==> src/rtl/muldiv_unit.sv <==
// Iterative MIPS multiply/divide unit with architectural HI/LO registers.
// Shift-add multiply and restoring divide, one bit per cycle over 32 cycles.
module muldiv_unit (
    input  logic        clock,
    input  logic        reset,
    input  logic        start,
    input  logic [2:0]  op,
    input  logic [31:0] operand_a,
    input  logic [31:0] operand_b,
    output logic        busy,
    output logic        done,
    output logic [31:0] hi,
    output logic [31:0] lo
);

    typedef enum logic [1:0] {IDLE, CALC, FINISH} state_t;
    typedef enum logic [2:0] {
        OP_MULT  = 3'b000,
        OP_MULTU = 3'b001,
        OP_DIV   = 3'b010,
        OP_DIVU  = 3'b011,
        OP_MTHI  = 3'b100,
        OP_MTLO  = 3'b101
    } op_t;

    state_t      state, state_next;
    logic [4:0]  count;
    logic [63:0] acc;        // product, or remainder in acc[32:0] for divide
    logic [31:0] ra;         // multiplicand, or dividend shifting into quotient
    logic [31:0] rb;         // multiplier shifting right, or divisor
    logic        is_div;
    logic        sign_a, sign_b;
    logic        div_zero;

    logic [32:0] mul_sum;
    logic [32:0] rem_sh;
    logic [32:0] rem_diff;
    logic        rem_ge;
    logic [63:0] prod_fix;
    logic [31:0] quot_fix;
    logic [31:0] rem_fix;
    logic        arith_req;

    assign busy      = (state != IDLE);
    assign arith_req = start && !op[2];

    assign mul_sum  = {1'b0, acc[63:32]} + {1'b0, (rb[0] ? ra : 32'd0)};
    assign rem_sh   = {acc[31:0], ra[31]};
    assign rem_diff = rem_sh - {1'b0, rb};
    assign rem_ge   = (rem_sh >= {1'b0, rb});

    assign prod_fix = (sign_a ^ sign_b) ? (~acc + 64'd1) : acc;
    assign quot_fix = (sign_a ^ sign_b) ? (~ra + 32'd1) : ra;
    assign rem_fix  = sign_a ? (~acc[31:0] + 32'd1) : acc[31:0];

    always_comb begin
        state_next = state;
        case (state)
            IDLE:    if (arith_req) state_next = CALC;
            CALC:    if (count == 5'd31) state_next = FINISH;
            FINISH:  state_next = IDLE;
            default: state_next = IDLE;
        endcase
    end

    always_ff @(posedge clock or negedge reset) begin
        if (!reset) begin
            state <= IDLE;
        end else begin
            state <= state_next;
        end
    end

    always_ff @(posedge clock or negedge reset) begin
        if (!reset) begin
            count    <= '0;
            acc      <= '0;
            ra       <= '0;
            rb       <= '0;
            is_div   <= 1'b0;
            sign_a   <= 1'b0;
            sign_b   <= 1'b0;
            div_zero <= 1'b0;
            hi       <= '0;
            lo       <= '0;
            done     <= 1'b0;
        end else begin
            done <= 1'b0;
            case (state)
                IDLE: begin
                    if (start) begin
                        case (op)
                            OP_MULT, OP_MULTU, OP_DIV, OP_DIVU: begin
                                // Signed ops run on magnitudes; signs restored in FINISH
                                sign_a   <= !op[0] && operand_a[31];
                                sign_b   <= !op[0] && operand_b[31];
                                ra       <= (!op[0] && operand_a[31]) ? (~operand_a + 32'd1) : operand_a;
                                rb       <= (!op[0] && operand_b[31]) ? (~operand_b + 32'd1) : operand_b;
                                is_div   <= op[1];
                                div_zero <= (operand_b == 32'd0);
                                acc      <= '0;
                                count    <= '0;
                            end
                            OP_MTHI: begin
                                hi   <= operand_a;
                                done <= 1'b1;
                            end
                            OP_MTLO: begin
                                lo   <= operand_a;
                                done <= 1'b1;
                            end
                            default: ;
                        endcase
                    end
                end
                CALC: begin
                    count <= count + 5'd1;
                    if (is_div) begin
                        acc <= {31'd0, (rem_ge ? rem_diff : rem_sh)};
                        ra  <= {ra[30:0], rem_ge};
                    end else begin
                        acc <= {mul_sum, acc[31:1]};
                        rb  <= {1'b0, rb[31:1]};
                    end
                end
                FINISH: begin
                    done <= 1'b1;
                    if (is_div) begin
                        // Quotient sign fix would corrupt the all-ones divide-by-zero result
                        lo <= div_zero ? '1 : quot_fix;
                        hi <= rem_fix;
                    end else begin
                        {hi, lo} <= prod_fix;
                    end
                end
                default: ;
            endcase
        end
    end

endmodule
==> config.mk <==
export PLATFORM = sky130hd
export DESIGN_NAME = muldiv_unit
export DESIGN_NICKNAME = d
export VERILOG_FILES = /design/src/rtl/muldiv_unit.sv
export SDC_FILE = /design/constraint.sdc
export NUM_CORES = 1
export LEC_CHECK = 0
export BUFFER_PORTS_ARGS = -buffer_cell sky130_fd_sc_hd__clkbuf_2
export CAP_MARGIN = 20
export CORE_UTILIZATION = 67
export CTS_BUF_LIST = sky130_fd_sc_hd__clkbuf_4 sky130_fd_sc_hd__clkbuf_8 sky130_fd_sc_hd__clkbuf_16
export CTS_CLUSTER_DIAMETER = 120
export DETAILED_ROUTE_END_ITERATION = 7
export PLACE_DENSITY = 0.95
export SETUP_SLACK_MARGIN = 0.3
export SYNTH_ARGS = -nofsm -noshare
export SYNTH_HDL_FRONTEND = slang
export SYNTH_SLANG_ARGS = --single-unit
==> constraint.sdc <==
create_clock -name clock -period 8.87 [get_ports clock]
set_input_delay 0.887 -clock clock [delete_from_list [all_inputs] [get_ports clock]]
set_output_delay 0.887 -clock clock [all_outputs]
set_load 0.01 [all_outputs]
# --- Word-level counts from Yosys, hierarchy flattened ---
# Index checks and enable logic that the tools add are counted.
op_classes:
  n_addsub: 8
  n_lt_le_gt_ge: 1
  n_eq_ne: 16
  n_mux: 37
  bitwise_logic: 6
  reduce_logical: 20
op_table:
  columns: ["cell", "count"]
  rows:
  - ["$mux 32", 18]
  - ["$mux 64", 4]
  - ["$pmux 32 s2", 4]
  - ["$add 32x1->32 const B", 4]
  - ["$not 32->32", 4]
  - ["$pmux 64 s2", 1]
  - ["$add 64x1->64 const B", 1]
  - ["$not 64->64", 1]
  - ["$add 32x32->33", 1]
  - ["$ge 33x32->1", 1]
  - ["$mux 33", 1]
  - ["$sub 33x32->33", 1]
  - ["$logic_not 32->1", 1]
  - ["$ne 2x2->1 const B", 6]
  - ["$reduce_and 3->1", 4]
  - ["$mux 5", 2]
  - ["$pmux 5 s2", 1]
  - ["$reduce_and 4->1", 2]
  - ["$eq 3x2->1 const B", 2]
  - ["$eq 3x3->1 const B", 2]
  - ["$reduce_bool 2->1", 3]
  - ["$add 5x1->5 const B", 1]
  - ["$eq 5x5->1 const B", 1]
  - ["$mux 2", 2]
  - ["15 further kinds", 20]
totals:
  register_bits: 204
  input_bits: 70
  out_inout_bits: 66
  word_cells: 100

# --- Logic depth before layout (Yosys ltp) ---
# Gate-level depths: netlist (run 1).
depth:
  ltp_word: 6
  mapped_depth: 14
  mapped_depth_nobuf: 13

# --- Worst setup path before layout (run 1) ---
# No wires, ideal clock.
synth_timing:
  path_type: "input to register"
  start: "input port operand_b[9]"
  end: "register rb[21]"
  setup_ns: 0.142
  arrival_time_ns: 3.153
  required_time_ns: 8.728
  slack_ns: 5.575
  cell_stages: 7
  path_buffers: 0
  cell_sequence: "or4_1 > nor4_1 > inv_1 > o41ai_1 > o21ai_0 > xnor2_1 > o221ai_1"
synth_via:
  elab_chain_cells: 6
synth_lines:
  columns: ["item", "line", "rtl"]
  rows:
  - ["from (decl)", "9", "input logic [31:0] operand_b,"]
  - ["$not 32->32", "98", "rb <= (!op[0] && operand_b[31]) ? (~operand_b + 32'd1) : operand_b;"]
  - ["$add 32x1->32", "98", null]
  - ["$mux 32", "98", null]
  - ["$mux 32", "92", "case (op)"]
  - ["$mux 32", "91", "if (start) begin"]
  - ["$pmux 32 s2", "89", "case (state)"]
  - ["to (signal assigned)", "98", null]
  - ["to (signal assigned)", "123", "rb <= {1'b0, rb[31:1]};"]
  - ["to (decl)", "30", "logic [31:0] rb;"]
# Every way passes these cells. The select of a mux whose other input is x is not followed.
# A chain may end at the register's enable or synchronous reset.

# --- Final worst setup path (run 1) ---
layout_timing:
  start: "register rb[0]"
  end: "register acc[62]"
layout_via:
  elab_chain_cells: 4
layout_lines:
  columns: ["item", "line", "rtl"]
  rows:
  - ["$mux 32", "47", "assign mul_sum = {1'b0, acc[63:32]} + {1'b0, (rb[0] ? ra : 32'd0)};"]
  - ["$add 32x32->33", "47", null]
  - ["$mux 64", "118", "if (is_div) begin"]
  - ["$pmux 64 s2", "89", null]
  - ["to (signal assigned)", "119", "acc <= {31'd0, (rem_ge ? rem_diff : rem_sh)};"]
  - ["to (signal assigned)", "122", "acc <= {mul_sum, acc[31:1]};"]
  - ["to (decl)", "28", "logic [63:0] acc;"]
# Every way passes these cells.

==> impl_metrics.tcl, run 1 <==
set metrics [dict create \
    outcome "completed" \
    synth_top_cells_by_count "o21ai_0 (230), dfrtp_1 (204), nand2_1 (186), a21oi_1 (154), nor2_1 (141)" \
    synth.distinct_cells 76 \
    yosysSeqAreaShare_pct 30.29 \
    drc 0 \
    leakage_nw 7.824 \
    fp-row-count 57 \
    cp-end-kind "register" \
    numPortBuffers 135 \
    async_reset_ff_share_pct 100.0 \
    antenna_found_initial 0 \
    rsz0062_at_grt "false" \
    crit_buf_inv 1 \
    grt_usage_pct 41.23 \
    synth_nets 2229 \
    start_kind "register" \
    syn-instance-count 2086 \
    start_util_pct 68.91 \
    ys.flop_type "dfrtp_1" \
    drt-total-wl_um 53300 \
    crit_arrival_ns 4.89 \
    overflow 0 \
    fin_nets 2249 \
    cap_violations 0 \
    cts_resized 0 \
    clock_sinks 204 \
    synth-edff-count 0 \
    cts_tree "built" \
    final_antenna_net_count 0 \
    place.gp.congestion 1.003 \
    die_x_um 160.6 \
    dr.pass1.iters 8 \
    ys_ff_latch 204 \
    r2r_end "acc[62]" \
    synth_top_area_share_pct 30.29 \
    tightestPinTransition_ns 1.150 \
    cts_buffers 24 \
    cts_max_path_buffers 3 \
    wire_per_inst_um 21.79 \
    layout_min_cycle_time_ns 4.422 \
    synth.most_common_cell "o21ai_0" \
    htreeDepth 1 \
    synth_area_mm2 0.01686 \
    worst_path_most_repeated_cell "nand3_1" \
    post_cts_buffers 0 \
    io-pin-count 136 \
    grt_pass1_wl_um 85990 \
    synthTopCellsByArea "dfrtp_1 (30%), o21ai_0 (6.8%), xnor2_1 (6.5%), xor2_1 (5.3%), ha_1 (5.3%)" \
    die_height_um 160.6 \
    drt_iter0_drc 2772 \
    rr_worst_depth 12 \
    area_growth_pct 8.974 \
    power_density_mw_per_mm2 437.3 \
    cts.hold.buffers_added 0 \
    core-area_mm2 0.02446 \
    max_stage_delay_ns 1.10 \
    cp.required_ns 9.34 \
    clk-insertion-delay-late_ns 0.53 \
    grt_pass1_vias 16371 \
    min_path_type "primary input to async pin" \
    cts-root-buf "clkbuf_16" \
    path_cells "nand2_1 > inv_1 > ha_1 > a211o_1 > o211ai_1 > a211oi_1 > a31oi_1 > o31ai_1 > nand3_1 > a31o_2 > or4_1 > nand3_1" \
    final.setup.tns_ns 0 \
    vias 17186 \
    die-area_mm2 0.02580 \
    grt_max_degree 75 \
    crit_type "register to register" \
    synth_largest_area_cell "dfrtp_1" \
    avgSynthCellArea_um2 8.081 \
    cp.depth 12 \
    fin_util_pct 75.09 \
    path_max_fanout 34 \
    dp_hpwl_um 36720 \
    vias_per_cell 7.026 \
    finalCritPeriodShare_pct 49.86 \
    irDropWorstVdd_uv 264.4 \
    setup_violations 0 \
    crit_family "compound AO/OA/AOI/OAI gates" \
    hold_viol_final 0 \
    rr_startpoint "rb[0]" \
    diodes 0 \
    skew_ns 0.008826 \
    path_clk_slew_ns 0.06 \
    slowest_stage "dfrtp_1" \
    drive_above_1_share_pct 11.50 \
    maxSlewViolCount 0 \
    maxSlewHeadroom_pct 23.33 \
    ff2ff_setup_slack_ns 4.45 \
    fmax_mhz 226.1 \
    yosys_warnings 0 \
]
==> worst max-delay path by stage <==
| stage | start | end | slack, ns |
|---|---|---|---|
| 5_1_grt | rb[0] | acc[62] | 4.19 |
| 4_1_cts | rb[0] | acc[23] | 4.35 |
| 3_3_place_gp | rb[0] | acc[25] | 4.60 |
| 2_1_floorplan | operand_b[9] | rb[21] | 5.57 |
| 6_report | rb[0] | acc[62] | 4.45 |
| 3_5_place_dp | rb[0] | acc[23] | 4.41 |
==> layout by cell type, fill, tap and decap left out, drive strengths merged, types with 18 or more instances in the layout <==
cell type  count
o21ai        235
nor2         142
mux2i         44
or4           20
a21oi        154
nand3         32
a21o          30
xnor2        125
nand2b        24
buf           22
a22o          19
a31oi         26
and2          37
dfrtp        204
a22oi         35
xor2         102
o31ai         38
or3           28
clkbuf       171
o221ai        37
and3          21
nand2        186
nor3          38
ha            71
o211ai        26
inv           65
nor4          18
==> where the power goes <==
group / switching, mW / internal [mW] / leakage [nW]
clock network: 0.409 / 0.615 / 0.413
registers: 0.664 / 1.33 / 2.53
logic: 3.01 / 2.01 / 4.88
total: 4.08 / 3.95 / 7.82
==> cells by family after synthesis <==
kind of cell             count (synthesis)  synth area share [%]
AO/OA/AOI/OAI                          713                 26.94
XOR/XNOR                               227                 11.79
adder cells (fa/ha/maj)                 73                 5.508
buffers and inverters                  228                 5.374
flip-flops                             204                 30.29
multiplexers                            45                 2.680
AND/OR/NAND/NOR                        596                 17.42
==> cell type report <==
| type | instances | area [um^2] |
|---|---|---|
| multi-input combinational | 1654 | 10920 |
| fill | 1712 | 6093 |
| sequential | 204 | 5106 |
| timing repair buffer | 157 | 882.1 |
| clock buffer | 36 | 758.2 |
| tap | 324 | 405.4 |
| inverter | 65 | 244.0 |
| clock inverter | 6 | 55.05 |
==> per-layer routing <==
layer / up-vias / wire [um] / share of wire, % / GRT usage (%)
li1: 7604 / - / - / -
met1: 8016 / 19990 / 38 / 54.09
met2: 1278 / 23720 / 45 / 63.60
met3: 288 / 6627 / 12 / 9.298
met4: 0 / 2961 / 5.6 / 21.86
met5: - / 0 / 0 / 0
==> per-stage QoR <==
stage / setup slack [ns] / cells / power (mW) / instance area [um^2] / hold slack, ns
finish: 4.448 / 2446 / 8.033 / 18370 / 0.3388
global placement: 4.601 / 2401 / 6.535 / 17500 / 0.4703
detailed placement: 4.406 / 2401 / 6.736 / 17500 / 0.4838
floorplan: 5.575 / 2086 / 5.516 / 16860 / 0.4649
global route: 4.194 / 2446 / 8.562 / 18370 / 0.3834
CTS: 4.350 / 2443 / 7.810 / 18310 / 0.3736
==> registers in the layout (all words and copies together), names as in the netlist <==
| signal | cells |
|---|---|
| acc | 64 |
| count | 5 |
| div_zero | 1 |
| done | 1 |
| hi | 32 |
| is_div | 1 |
| lo | 32 |
| ra | 32 |
| rb | 32 |
| sign_a | 1 |
| sign_b | 1 |
| state | 2 |
==> worst reg2reg max path: stages (launching register included) <==
cell and delay, ns:
dfrtp_1 1.10, nand2_1 0.25, inv_1 0.11, ha_1 0.15, a211o_1 0.12, o211ai_1 0.13, a211oi_1 0.66, a31oi_1 0.30
o31ai_1 0.53, nand3_1 0.18, a31o_2 0.26, or4_1 0.47, nand3_1 0.10
No activity file was read; power rests on OpenSTA's default activity.
==> run 2, diff against run 1 <==
--- a/config.mk
+++ b/config.mk
@@ -5,13 +5,14 @@
 export SDC_FILE = /design/constraint.sdc
 export NUM_CORES = 1
 export LEC_CHECK = 0
+export ABC_AREA = 1
 export BUFFER_PORTS_ARGS = -buffer_cell sky130_fd_sc_hd__clkbuf_2
 export CAP_MARGIN = 20
-export CORE_UTILIZATION = 67
+export CORE_UTILIZATION = 63
 export CTS_BUF_LIST = sky130_fd_sc_hd__clkbuf_4 sky130_fd_sc_hd__clkbuf_8 sky130_fd_sc_hd__clkbuf_16
 export CTS_CLUSTER_DIAMETER = 120
 export DETAILED_ROUTE_END_ITERATION = 7
-export PLACE_DENSITY = 0.95
+export PLACE_DENSITY = 0.94
 export SETUP_SLACK_MARGIN = 0.3
 export SYNTH_ARGS = -nofsm -noshare
 export SYNTH_HDL_FRONTEND = slang
==> constraint.sdc (replaced) <==
create_clock -name clock -period 4.2 [get_ports clock]
set_input_delay 0.42 -clock clock [delete_from_list [all_inputs] [get_ports clock]]
set_output_delay 0.42 -clock clock [all_outputs]
set_load 0.01 [all_outputs]
==> run 2 against run 1 <==
Against the previous run:
- maximum frequency rose by 30%
- combinational power grew to 2.7 times the previous value
- global-route usage grew 7.0 points
- sequential power up 98%
- worst setup slack got worse by 3.7 ns
- synthesized cell count grew 56%
- clock power up 110%
- worst hold slack worse by 0.20 ns
- first-iteration DRC count grew 25%
- via count increased by 39%
- largest cell class unchanged
- largest power group unchanged
==> impl_metrics.tcl, run 2 <==
set metrics [dict create \
    outcome "completed" \
    start_util_pct 64.29 \
    antenna_found_initial 0 \
    htreeDepth 1 \
    cts.hold.buffers_added 1 \
    final_antenna_net_count 0 \
    cts_resized 0 \
    rr_worst_depth 10 \
    fp-row-count 64 \
    maxSlewHeadroom_pct 26.49 \
    ys.flop_type "dfrtp_1" \
    crit_type "register to register" \
    vias 23859 \
    synthTopCellsByArea "dfrtp_1 (26%), nand2_1 (16%), nor2_1 (9.0%), inv_1 (7.0%), a21oi_1 (6.7%)" \
    synth_top_cells_by_count "nand2_1 (852), nor2_1 (475), inv_1 (366), a21oi_1 (263), nand3_1 (254)" \
    final-seq-area_mm2 0.005105 \
    ff2ff_setup_slack_ns 0.79 \
    drt_iter0_drc 3455 \
    slowest_stage "inv_4" \
    clock_sinks 204 \
    synth_nets 3403 \
    async_reset_ff_share_pct 100.0 \
    numPortBuffers 135 \
    crit_arrival_ns 3.81 \
    hold_viol_final 0 \
    path_clk_slew_ns 0.06 \
    fin_nets 3467 \
    dr.pass1.iters 6 \
    combPwrFrac_pct 69.0 \
    worst_slack_ns 0.7919 \
    tightestPinTransition_ns 1.101 \
    fin_util_pct 69.58 \
    rsz0062_at_grt "false" \
    cts-root-buf "clkbuf_16" \
    power.switching_mw 11.44 \
    max_stage_delay_ns 0.63 \
    swShare_pct 58.19 \
    cts_buffers 24 \
    path_max_fanout 78 \
    drive_above_1_share_pct 8.144 \
    cts_max_path_buffers 3 \
    syn-instance-count 3260 \
    multi_input_area_mm2 0.01263 \
    irDropWorstVdd_uv 535.8 \
    drt-total-wl_um 78380 \
    path_cells "inv_2 > nor2_8 > inv_4 > nand2_8 > inv_4 > nor2_8 > inv_2 > a21oi_1 > o21ai_1 > o21ai_1" \
    power_density_mw_per_mm2 921.4 \
    final.setup.tns_ns 0 \
    regMostFlops "acc" \
    layout_commonest_cell "nand2_1" \
    wire_per_inst_um 20.98 \
    die_height_um 178.9 \
    diodes 0 \
    clock_power_share_pct 10.9 \
    pwr-share-seq_pct 20.1 \
    avgSynthCellArea_um2 6.048 \
    layout_min_cycle_time_ns 3.408 \
    cp-end-kind "register" \
    die_x_um 178.9 \
    synth-edff-count 0 \
    ys_ff_latch 204 \
    maxSlewViolCount 0 \
    die-area_mm2 0.03201 \
    leakage_nw 10.48 \
    synth.most_common_cell "nand2_1" \
    final_cell_mix "nand2_1 (852), nor2_1 (474), inv_1 (366)" \
    endpoint "ra[0]" \
    io-pin-count 136 \
    synth_top_area_share_pct 25.89 \
    grt_usage_pct 48.26 \
    rr_startpoint "state[0]" \
    start_kind "register" \
    setup_violations 0 \
    grt_max_degree 91 \
    cts_tree "built" \
    min_path_type "primary input to register" \
    post_cts_buffers 0 \
    fmax_mhz 293.4 \
    p_total_mw 19.66 \
    worstSetupStartpoint "state[0]" \
    clk-insertion-delay-late_ns 0.54 \
    dp_hpwl_um 59870 \
    largest_register_ffs 64 \
    place.gp.congestion 1.153 \
    finalCritPeriodShare_pct 81.15 \
    r2r_end "ra[0]" \
    cp.required_ns 4.60 \
    overflow 0 \
    area_growth_pct 8.230 \
    vias_per_cell 6.386 \
    synth_area_mm2 0.01972 \
    drc 0 \
    fillCellCount 2759 \
    skew_ns 0.01776 \
    grt_pass1_wl_um 118000 \
    preCtsSetupSlack_ns 1.069 \
    core-area_mm2 0.03067 \
    cap_violations 0 \
    synth_largest_area_cell "dfrtp_1" \
    yosysSeqAreaShare_pct 25.89 \
    yosys_warnings 0 \
    grt_pass1_vias 21410 \
    synth.distinct_cells 56 \
    p_int_mw 8.220 \
]
[run 2: cell types whose count changed in the layout (fill, tap and decap cells not counted), sizes merged, moves of 44 or more]
cell / delta
o21ai: +50
mux2i: -44
nand3: +228
xnor2: -109
a21oi: +109
nand2: +685
nor2: +357
xor2: -47
inv: +317
[run 2: final cells by class]
class	count	share of cell area (%)
Clock buffer	33	3.418
Clock inverter	9	0.2873
Inverter	380	6.707
Multi-Input combinational cell	2557	59.20
Sequential cell	204	23.92
Tap cell	396	2.322
Timing Repair Buffer	157	4.145
[run 2: worst min-delay path by stage]
| stage | startpoint | to | depth (start not counted) |
|---|---|---|---|
| floorplan | reset | acc[0] | 0 |
| global placement | rb[28] | rb[28] | 2 |
| detailed placement | rb[25] | rb[25] | 2 |
| CTS | op[1] | is_div | 3 |
| global route | op[1] | is_div | 3 |
| finish | op[1] | is_div | 3 |
[run 2: routing by layer]
layer | vias to the layer above | wire length [um] | GRT usage (%)
met2 | 1707 | 34160 | 74.84
met4 | 0 | 7323 | 37.71
li1 | 10820 | - | -
met1 | 10933 | 27700 | 58.55
met3 | 399 | 9189 | 9.669
met5 | - | 0 | 0
[run 2: power groups by stage]
stage | clock [mW] | sequential [mW] | combinational, mW
floorplan | 0 | 3.62 | 9.26
global placement | 0 | 3.85 | 12.7
detailed placement | 0 | 3.89 | 12.9
CTS | 2.11 | 3.87 | 13.0
global route | 2.18 | 3.99 | 14.8
finish | 2.14 | 3.95 | 13.6
[run 2: logic make-up after synthesis]
logic type / synth area share (%)
AND/OR/NAND/NOR: 36.52
AO/OA/AOI/OAI: 19.68
buffers and inverters: 10.05
flip-flops: 25.89
adder cells (fa/ha/maj): 4.708
XOR/XNOR: 3.154
[run 2: through the flow]
step | instance area, um^2 | hold WS [ns] | instances
2_1_floorplan | 19720 | 0.1244 | 3260
3_3_place_gp | 20520 | 0.4636 | 3692
3_5_place_dp | 20520 | 0.4656 | 3692
4_1_cts | 21330 | 0.1334 | 3735
5_1_grt | 21340 | 0.1464 | 3736
6_report | 21340 | 0.1385 | 3736
[run 2: worst max-delay path: cells and delay by family, from the launching register on]
kind / cells / cell delay (ns)
flops: 1 / 0.47
simple gates: 3 / 0.58
compound gates: 3 / 0.31
buf+inv: 4 / 1.76
